`config.mk`:
```
export PLATFORM = sky130hd
export DESIGN_NAME = pavan_hbps_pulse_scheduler_flat
export DESIGN_NICKNAME = d
export VERILOG_FILES = /design/src/rtl/pavan_hbps_pkg.sv /design/src/rtl/pavan_hbps_pulse_scheduler_if.sv /design/src/rtl/pavan_sat_counter.sv /design/src/rtl/pavan_hbps_pulse_scheduler.sv /design/src/flat_wrapper.sv
export SDC_FILE = /design/constraint.sdc
export NUM_CORES = 1
export LEC_CHECK = 0
export CAP_MARGIN = 20
export CORE_MARGIN = 1.5
export CORE_UTILIZATION = 56
export CTS_BUF_LIST = sky130_fd_sc_hd__clkbuf_2 sky130_fd_sc_hd__clkbuf_4 sky130_fd_sc_hd__clkbuf_8
export DETAILED_ROUTE_END_ITERATION = 8
export HOLD_SLACK_MARGIN = 0.05
export PLACE_DENSITY = 0.8
export SYNTH_ARGS = -nofsm -noshare
export SYNTH_HDL_FRONTEND = slang
export SYNTH_SLANG_ARGS = --single-unit
```
`constraint.sdc`:
```
create_clock -name clk_a -period 2.85 [get_ports clk_a]
set_input_delay 0.7125 -clock clk_a [delete_from_list [all_inputs] [get_ports clk_a]]
set_output_delay 0.7125 -clock clk_a [all_outputs]
set_load 0.01 [all_outputs]
```
`src/rtl/pavan_hbps_pkg.sv`:
```
// Shared types and constants for the handshake pulse scheduler.
// Holds the FSM state encoding, counter widths and parameter defaults.
package pavan_hbps_pkg;

    typedef enum logic [2:0] {
        ST_IDLE  = 3'd0,
        ST_FIRE  = 3'd1,
        ST_ARM   = 3'd2,
        ST_WAIT  = 3'd3,
        ST_GAP_W = 3'd4
    } state_e;

    localparam int DROP_W     = 8;
    localparam int WD_W       = 16;
    localparam int GAP_CNT_W  = 4;

    localparam int DEF_CNT_W  = 4;
    localparam int DEF_GAP    = 0;
    localparam int DEF_TO_CYC = 255;

endpackage

```
`src/rtl/pavan_hbps_pulse_scheduler_if.sv`:
```
// Event/busy/status bundle between the scheduler and its clk_a-side user.
// The master drives events, busy and clear; the scheduler is the slave.
interface pavan_hbps_pulse_scheduler_if
    import pavan_hbps_pkg::*;
#(
    parameter int CNT_W = DEF_CNT_W
);
    logic              ev_in;
    logic              busy;
    logic              clr_err;
    logic              pulse_out;
    logic [CNT_W-1:0]  pending;
    logic              full;
    logic              overflow;
    logic [DROP_W-1:0] drop_cnt;
    logic              timeout_err;

    modport master (
        output ev_in, busy, clr_err,
        input  pulse_out, pending, full, overflow, drop_cnt, timeout_err
    );

    modport slave (
        input  ev_in, busy, clr_err,
        output pulse_out, pending, full, overflow, drop_cnt, timeout_err
    );
endinterface

```
`src/rtl/pavan_sat_counter.sv`:
```
// Up/down counter that sticks at zero and at all-ones instead of wrapping.
// clr_i beats any simultaneous inc/dec.
module pavan_sat_counter #(
    parameter int W = 4
) (
    input  logic         clk,
    input  logic         rst,
    input  logic         clr_i,
    input  logic         inc_i,
    input  logic         dec_i,
    output logic [W-1:0] cnt_o
);
    localparam logic [W-1:0] CNT_MAX = '1;

    logic [W-1:0] cnt_q;
    logic [W-1:0] cnt_d;

    always_comb begin
        cnt_d = cnt_q;
        if (clr_i) begin
            cnt_d = '0;
        end else if (inc_i && !dec_i && cnt_q != CNT_MAX) begin
            cnt_d = cnt_q + 1'b1;
        end else if (dec_i && !inc_i && cnt_q != '0) begin
            cnt_d = cnt_q - 1'b1;
        end
    end

    always_ff @(posedge clk) begin
        if (rst) begin
            cnt_q <= '0;
        end else begin
            cnt_q <= cnt_d;
        end
    end

    assign cnt_o = cnt_q;
endmodule

```
`src/rtl/pavan_hbps_pulse_scheduler.sv`:
```
// Queues bursty events and issues them one at a time as single-cycle pulses,
// only while the downstream handshake synchronizer reports not-busy.
module pavan_hbps_pulse_scheduler
    import pavan_hbps_pkg::*;
#(
    parameter int CNT_W  = DEF_CNT_W,
    parameter int GAP    = DEF_GAP,
    parameter int TO_CYC = DEF_TO_CYC
) (
    input  logic                          clk_a,
    input  logic                          rst,
    pavan_hbps_pulse_scheduler_if.slave   bus
);
    localparam logic [CNT_W-1:0]     PEND_MAX = '1;
    localparam logic [WD_W-1:0]      WD_LAST  = WD_W'(TO_CYC - 1);
    localparam logic [GAP_CNT_W-1:0] GAP_LAST = GAP_CNT_W'((GAP > 0) ? GAP - 1 : 0);

    state_e                 state_q;
    logic                   pulse_q;
    logic                   ovf_q;
    logic                   to_q;
    logic [WD_W-1:0]        wd_q;
    logic [GAP_CNT_W-1:0]   gap_q;

    logic [CNT_W-1:0]       pend;
    logic [DROP_W-1:0]      drops;
    logic                   fire;
    logic                   full;
    logic                   drop;
    logic                   accept;

    // An event arriving while full survives only if a pulse frees a slot this cycle.
    assign fire   = (state_q == ST_FIRE);
    assign full   = (pend == PEND_MAX);
    assign drop   = bus.ev_in & full & ~fire;
    assign accept = bus.ev_in & ~drop;

    pavan_sat_counter #(.W(CNT_W)) u_pending (
        .clk   (clk_a),
        .rst   (rst),
        .clr_i (1'b0),
        .inc_i (accept),
        .dec_i (fire),
        .cnt_o (pend)
    );

    pavan_sat_counter #(.W(DROP_W)) u_drops (
        .clk   (clk_a),
        .rst   (rst),
        .clr_i (bus.clr_err),
        .inc_i (drop),
        .dec_i (1'b0),
        .cnt_o (drops)
    );

    always_ff @(posedge clk_a) begin
        if (rst) begin
            state_q <= ST_IDLE;
            pulse_q <= 1'b0;
            ovf_q   <= 1'b0;
            to_q    <= 1'b0;
            wd_q    <= '0;
            gap_q   <= '0;
        end else begin
            pulse_q <= 1'b0;
            case (state_q)
                ST_IDLE: begin
                    if (pend != '0 && !bus.busy) begin
                        state_q <= ST_FIRE;
                        pulse_q <= 1'b1;
                    end
                end
                ST_FIRE: state_q <= ST_ARM;
                // busy only rises the edge after the pulse, so skip one cycle
                ST_ARM:  state_q <= ST_WAIT;
                ST_WAIT: begin
                    if (!bus.busy) begin
                        wd_q    <= '0;
                        gap_q   <= '0;
                        state_q <= (GAP > 0) ? ST_GAP_W : ST_IDLE;
                    end else if (wd_q == WD_LAST) begin
                        to_q    <= 1'b1;
                        wd_q    <= '0;
                        state_q <= ST_IDLE;
                    end else begin
                        wd_q <= wd_q + 1'b1;
                    end
                end
                ST_GAP_W: begin
                    if (gap_q == GAP_LAST) begin
                        gap_q   <= '0;
                        state_q <= ST_IDLE;
                    end else begin
                        gap_q <= gap_q + 1'b1;
                    end
                end
                default: state_q <= ST_IDLE;
            endcase

            if (drop) begin
                ovf_q <= 1'b1;
            end
            if (bus.clr_err) begin
                ovf_q <= 1'b0;
                to_q  <= 1'b0;
            end
        end
    end

    assign bus.pulse_out   = pulse_q;
    assign bus.pending     = pend;
    assign bus.full        = full;
    assign bus.overflow    = ovf_q;
    assign bus.drop_cnt    = drops;
    assign bus.timeout_err = to_q;
endmodule

```
`src/flat_wrapper.sv`:
```
// flat-port wrapper written by rule: the top's interface ports become plain ports
module pavan_hbps_pulse_scheduler_flat import pavan_hbps_pkg::*;
#(
    parameter int CNT_W  = DEF_CNT_W,
    parameter int GAP    = DEF_GAP,
    parameter int TO_CYC = DEF_TO_CYC
)
  (clk_a, rst, bus_ev_in, bus_busy, bus_clr_err, bus_pulse_out, bus_pending, bus_full, bus_overflow, bus_drop_cnt, bus_timeout_err);
  pavan_hbps_pulse_scheduler_if #(.CNT_W(CNT_W)) bus_i ();
  input  logic clk_a;
  input  logic rst;
  input wire logic [$bits(bus_i.ev_in)-1:0] bus_ev_in;
  input wire logic [$bits(bus_i.busy)-1:0] bus_busy;
  input wire logic [$bits(bus_i.clr_err)-1:0] bus_clr_err;
  output wire logic [$bits(bus_i.pulse_out)-1:0] bus_pulse_out;
  output wire logic [$bits(bus_i.pending)-1:0] bus_pending;
  output wire logic [$bits(bus_i.full)-1:0] bus_full;
  output wire logic [$bits(bus_i.overflow)-1:0] bus_overflow;
  output wire logic [$bits(bus_i.drop_cnt)-1:0] bus_drop_cnt;
  output wire logic [$bits(bus_i.timeout_err)-1:0] bus_timeout_err;
  assign bus_i.ev_in = bus_ev_in;
  assign bus_i.busy = bus_busy;
  assign bus_i.clr_err = bus_clr_err;
  assign bus_pulse_out = bus_i.pulse_out;
  assign bus_pending = bus_i.pending;
  assign bus_full = bus_i.full;
  assign bus_overflow = bus_i.overflow;
  assign bus_drop_cnt = bus_i.drop_cnt;
  assign bus_timeout_err = bus_i.timeout_err;
  pavan_hbps_pulse_scheduler #(.CNT_W(CNT_W), .GAP(GAP), .TO_CYC(TO_CYC)) u_core (.clk_a(clk_a), .rst(rst), .bus(bus_i));
endmodule
```
==> flow_metrics.tcl <==
set metrics [dict create \
    post-place-cells 241 \
    insertedDiodeCount 0 \
    regArea_um2 661 \
    cp_slowest_stage_delay_ns 0.57 \
    end_kind "primary output" \
    dieWidth_um 58.2 \
    irDropWorstVdd_mv 0.627 \
    cts_sinks 33 \
    power_density_mw_per_mm2 615 \
    layout_commonest_cell "dfxtp_1" \
    cts.reportedPaths.clkPinSlew_ns 0.09 \
    die-area_mm2 0.00339 \
    grt_max_degree 24 \
    drtPass1Iterations 4 \
    cts_tree "yes" \
    worstMarginPinSlew_ns 0.654 \
    gp_congestion 0.822 \
    fin_ws_ns 0.439 \
    leakage_uw 0.000698 \
    place_ws_ns 0.0873 \
    core_mm2 0.00283 \
    busiest_layer "met2" \
    synth.avg_cell_area_um2 8.80 \
    vias 1474 \
    setup_viol 0 \
    p_total_uw 1220 \
    multi_input_comb_area_um2 972 \
    first_global_vias 1448 \
    period_needed_ns 2.41 \
    antenna_found_initial 0 \
    crit_family "buffers and inverters" \
    drive_above_1_share_pct 8.26 \
    startpoint "u_core.u_pending.cnt_o[0]$_SDFFE_PP0P_" \
    syn-num-nets 209 \
    avgRoutedWirePerCell_um 14.2 \
    fmax_mhz 415 \
    grt_setup_unrepaired "false" \
    htree_levels 2 \
    path_max_fanout 6 \
    setup_tns_ns 0 \
    crit_chain "and4_1, clkdlybuf4s50_1" \
    gr-usage-met3_pct 4.02 \
    worst_path_max_delay_cell "clkdlybuf4s50_1" \
    cts.path.max_buffers 2 \
    status "completed" \
    r2r_start "u_core.state_q[1]$_SDFFE_PP0P_" \
    num-nets-final 232 \
    vias_per_cell 5.92 \
    hold_violations 0 \
    crit_path_start_kind "register" \
    cts_inserted_buffers 5 \
    syn_to_final_growth_pct 16.1 \
    ctsRootBufferMaster "clkbuf_4" \
    portBuffers 20 \
    synth_edf_count 0 \
    slew-limit-headroom_pct 56.2 \
    skew_ns 0.0150 \
    cp.arrival_ns 1.70 \
    drc 0 \
    hold_path.class "reg2reg" \
    use_met1_pct 25.9 \
    drtIter0Drc 111 \
    grt_overflow 0 \
    cts_resized 0 \
    design.portCount 21 \
    cp_num_buf_inv 1 \
    yosys_warnings 0 \
    path_class "reg2out" \
    synth_area_mm2 0.00171 \
    hold_ws_ns 0.473 \
    routed_wl_um 3540 \
    final_cell_mix "dfxtp_1, nor2_1, clkdlybuf4s50_1, a21oi_1, nand2_1" \
    fp.dieH_um 58.2 \
    ys_seq_area_share_pct 38.7 \
    ys_types 40 \
    drtAntennaViolNets 0 \
    min_from "u_core.wd_q[15]$_SDFFE_PP0N_" \
    fillers 248 \
    final_max_slew_viol_count 0 \
    clk_latency_ns 0.34 \
    required_ns 2.14 \
    syn_inst 194 \
    use_met2_pct 43.3 \
    async_flop_share_pct 0 \
    synth_seq_cells 33 \
    dp_hpwl_um 2530 \
    rows 19 \
    initial_core_util_pct 60.4 \
    maxCapViolations 0 \
    grt_pass1_wl_um 6060 \
    post_cts_buffers 0 \
    grt_usage_pct 23.2 \
    ctsHoldBuffers 0 \
    final-instance-count-excl-fill 249 \
    fin_crit_sh_pct 84.6 \
    synthFlopType "dfxtp_1" \
]
[report_power, final]
part           internal, uW  switching, uW  leakage [uW]  total (uW)
Combinational           204            191      0.000396         395
Clock                   103            160     0.0000354         264
Sequential              505           56.3      0.000267         561
Total                   812            407      0.000698        1220
[worst reg2reg max path: stages, from the launching register on]
cell	delay, ns
dfxtp_1	0.41
inv_1	0.10
ha_1	0.21
nor2b_1	0.15
nand2b_1	0.16
ha_1	0.31
a21o_1	0.18
a21oi_1	0.17
mux2i_1	0.27
xnor2_1	0.15
nor2_1	0.05
[flip-flops by register name (all words and copies together), names as in the netlist]
name                    flops
u_core.bus.overflow         1
u_core.bus.pulse_out        1
u_core.bus.timeout_err      1
u_core.state_q              2
u_core.u_drops.cnt_o        8
u_core.u_pending.cnt_o      4
u_core.wd_q                16
[cell usage after synthesis, types with 2 or more instances]
| cell type | number | area share, % |
|---|---|---|
| nor4_1 | 4 | 1.5 |
| buf_6 | 2 | 1.3 |
| mux2i_1 | 8 | 4.7 |
| or3_1 | 2 | 0.73 |
| inv_1 | 9 | 2.0 |
| dfxtp_1 | 33 | 39 |
| a31oi_1 | 7 | 2.6 |
| clkbuf_1 | 5 | 1.1 |
| xnor2_1 | 11 | 5.6 |
| or2_2 | 3 | 1.1 |
| nand4_1 | 4 | 1.5 |
| a22o_1 | 4 | 2.1 |
| nand2_1 | 13 | 2.9 |
| nor3_1 | 5 | 1.5 |
| o21ai_0 | 7 | 2.1 |
| nand3_1 | 11 | 3.2 |
| ha_1 | 9 | 6.6 |
| or2b_1 | 3 | 1.3 |
| nor2_1 | 20 | 4.4 |
| a21oi_1 | 14 | 4.1 |
[logic make-up (layout without fill, tap and decap cells)]
family,Yosys count,in the layout,synth area share (%)
AOI/OAI and AO/OA,39,39,14.1
xor gates and xnor gates,12,12,6.15
adders and majority gates,10,10,7.77
buffers and inverters,16,40,4.40
DFF,33,33,38.7
muxes,8,8,4.69
and+or+nand+nor,76,76,24.2
[metal layers]
| metal | vias up | part of all wire (%) |
|---|---|---|
| li1 | 738 | - |
| met1 | 706 | 44 |
| met4 | 0 | 1.6 |
| met5 | - | 0 |
| met3 | 7 | 2.5 |
| met2 | 23 | 52 |
[metrics by stage]
stage	instance area, um^2	util, %
2_1_floorplan	1710	-
4_1_cts	1980	70.1
3_5_place_dp	1930	68.2
3_3_place_gp	1930	68.2
5_1_grt	1980	70.1
6_report	1980	70.1
[cell type report]
| class | instances | share of cell area, % |
|---|---|---|
| inverter | 9 | 1.70 |
| timing repair buffer | 23 | 11.2 |
| clock buffer | 6 | 2.27 |
| tap | 31 | 1.96 |
| clock inverter | 2 | 0.505 |
| multi-input combinational | 145 | 49.0 |
| sequential | 33 | 33.3 |
[worst paths after layout]
check | endpoint | slack [ns] | cells after the start
worst max register to register | u_core.u_pending.cnt_o[3]$_SDFFE_PP0P_ | 0.57 | 10
worst max-delay path | bus_full | 0.44 | 2
worst min register to register | u_core.wd_q[15]$_SDFFE_PP0N_ | 0.47 | 1
worst min-delay path | u_core.wd_q[15]$_SDFFE_PP0N_ | 0.47 | 1
(Power assumes the default switching activity.)
==> patch: new RTL, same settings <==
Reset style: asynchronous (`rst`), changed in 2 clocked blocks.
--- a/src/rtl/pavan_sat_counter.sv
+++ b/src/rtl/pavan_sat_counter.sv
@@ -26,7 +26,7 @@
         end
     end
 
-    always_ff @(posedge clk) begin
+    always_ff @(posedge clk or posedge rst) begin
         if (rst) begin
             cnt_q <= '0;
         end else begin
--- a/src/rtl/pavan_hbps_pulse_scheduler.sv
+++ b/src/rtl/pavan_hbps_pulse_scheduler.sv
@@ -53,7 +53,7 @@
         .cnt_o (drops)
     );
 
-    always_ff @(posedge clk_a) begin
+    always_ff @(posedge clk_a or posedge rst) begin
         if (rst) begin
             state_q <= ST_IDLE;
             pulse_q <= 1'b0;
Function: differs if rst is asserted again (counterexample within 4 cycles, from zero or initial values and one cycle with rst high); with rst held inactive, the same outputs for 10 cycles.
==> patch against the unedited design <==
Synthesized area rose by 9.7%. Utilization is 0.83 points higher. Worst setup slack got worse by 0.034 ns. Routed wire length rose by 19%. Combinational power up 54%. Clock power increased by 45%. Sequential cell count is the same. Total power grew 34%. Final area rose by 11%. Die area up 9.2%. Sequential power grew 15%. Highest routed layer unchanged.
==> patch: results (changes against the unedited design) <==
| Metric | Value |
|---|---|
| Synth cell types | 48 (+20%) |
| Outcome | finished clean |
| Most flop-heavy register | u_core.wd_q |
| First-pass GRT wire length | 7.22 mm (+19%) |
| Most frequent cells after synthesis | dfrtp_1, a21oi_1, nand2_1 |
| Post_cts resized | 0 (unchanged) |
| DR WL/cell | 16.5 µm (+16%) |
| Main area contributors after synthesis | dfrtp_1, ha_1, a21oi_1 |
| Skew final | 0.00725 ns (-0.00770 ns) |
| Hpwl dp | 3.00 mm (+18%) |
| LEAKAGE | 0.908 nW (+30%) |
| Placed insts | 247 (+2.5%) |
| Layout cells sized above 1 | 0.104 (+0.0217) |
| Crit path max fanout | 6 (unchanged) |
| DRT Pass-1 Iters | 4 (unchanged) |
| Post-DR vias/cell | 6.27 (+5.9%) |
| Worst skew pair latency | 0.35 ns |
| Max FFs per register | 16 (unchanged) |
| HP Class | flop to flop |
| Ys Warns | 0 (unchanged) |
| Critical-path top delay cell | clkdlybuf4s50_1 |
| Routability cong. | 0.904 (+10%) |
| DRT iter0 DRCs | 105 (-5.4%) |
| Worst path max stage delay | 0.57 ns (about the same) |
| Clock tree buffer depth | 2 (unchanged) |
| Placement Cell Area | 2110 µm² (+9.5%) |
| PortBufs | 20 (unchanged) |
| # diodes | 0 (unchanged) |
| CTS buffer count | 5 (unchanged) |
| FFs w/ async S/R, synth | 1.00 (+1.00) |
| Setup Slack @ Placement | 0.165 ns (+0.0781 ns) |
| EDFF count, synth | 0 (unchanged) |
| Post-CTS setup buffer count | 0 (unchanged) |
| Clock root buffer | clkbuf_4 |
| CTS clk-pin slew, worst paths | 0.10 ns |
| Sequential-to-total area share from yosys stat | 0.441 (+0.0541) |
| Vias | 1599 (+8.5%) |
| Ys flop type | dfrtp_1 |
| Synth Area per Inst | 10.1 µm² (+14%) |
| Post-synth net total | 201 (-3.8%) |
| Largest net degree at the start of global routing | 34 (+42%) |
| H-tree depth | 2 (unchanged) |
| Top delay family on crit path | buffers and inverters |
| Initial antenna violation count | 0 (unchanged) |
| GRT Resource Usage Total | 0.268 (+0.0356) |
| Number of nets in the layout | 225 (-3.0%) |
| VDD IR max | 0.463 mV (-26%) |
| Relative slew slack | 0.646 (+0.0835) |
[patch: cell count changes after synthesis, sizes merged, moves of 4 or more]
cell	delta
xnor2	-10
nor3	-4
a41oi	+4
nand3	-4
dfxtp	-33
o31ai	+4
mux2i	-4
dfrtp	+33
nor2	-11
[patch: cell type report]
class / count / area, µm²
well taps: 44 / 55.1
repair buffers: 24 / 230
flip-flops and latches: 33 / 826
clock buffers: 7 / 58.8
clock inverters: 1 / 30.0
multi-input cells: 138 / 971
fillers: 264 / 902
inverters: 8 / 30.0
[patch: kinds of logic after synthesis]
family / Yosys count / synth area share
adders and majority gates: 10 / 0.0708
muxes: 7 / 0.0394
AOI/OAI and AO/OA: 52 / 0.192
and+or+nand+nor: 64 / 0.193
DFF: 33 / 0.441
xor gates and xnor gates: 5 / 0.0234
buffers and inverters: 15 / 0.0407
[patch: worst register-to-register path, cell delays in order, from the launching register on]
cell and delay, ns:
dfrtp_1 0.45, inv_1 0.11, ha_1 0.16, or4b_4 0.48
o41a_1 0.37, buf_4 0.23, a21oi_2 0.16, mux2_2 0.35
[patch: final timing paths]
kind                       cells after the start                                   from  slack (ns)                                     to
max in group asynchronous                      3                                    rst        1.80    u_core.u_drops.cnt_o[0]$_DFFE_PP0P_
hold reg to reg                                2        u_core.bus.overflow$_DFFE_PP0P_        0.51        u_core.bus.overflow$_DFFE_PP0P_
setup / recovery                               2  u_core.u_pending.cnt_o[0]$_DFFE_PP0P_        0.40                               bus_full
hold / removal                                 2        u_core.bus.overflow$_DFFE_PP0P_        0.51        u_core.bus.overflow$_DFFE_PP0P_
min in group asynchronous                      3                                    rst        0.75  u_core.u_pending.cnt_o[0]$_DFFE_PP0P_
setup reg to reg                               7             u_core.wd_q[0]$_DFFE_PP0P_        0.43          u_core.state_q[1]$_DFFE_PP0P_
[patch: power by group]
part / internal (mW) / switching (mW)
Combinational: 0.301 / 0.308
Clock: 0.219 / 0.165
Sequential: 0.542 / 0.105
Total: 1.06 / 0.577
[patch: routing by layer]
| metal | GRT usage | up-vias | routed length [µm] |
|---|---|---|---|
| met5 | 0 | - | 0 |
| met4 | 0.0932 | 0 | 53 |
| met3 | 0.0725 | 8 | 249 |
| met2 | 0.422 | 60 | 2000 |
| met1 | 0.356 | 772 | 1920 |
| li1 | - | 759 | - |
[patch: stage by stage]
stage | power (mW) | utilization
after global routing | 1.75 | 0.709
after CTS | 1.64 | 0.709
after floorplan | 1.05 | -
after detailed placement | 1.26 | 0.681
final | 1.64 | 0.709
after global placement | 1.20 | 0.681
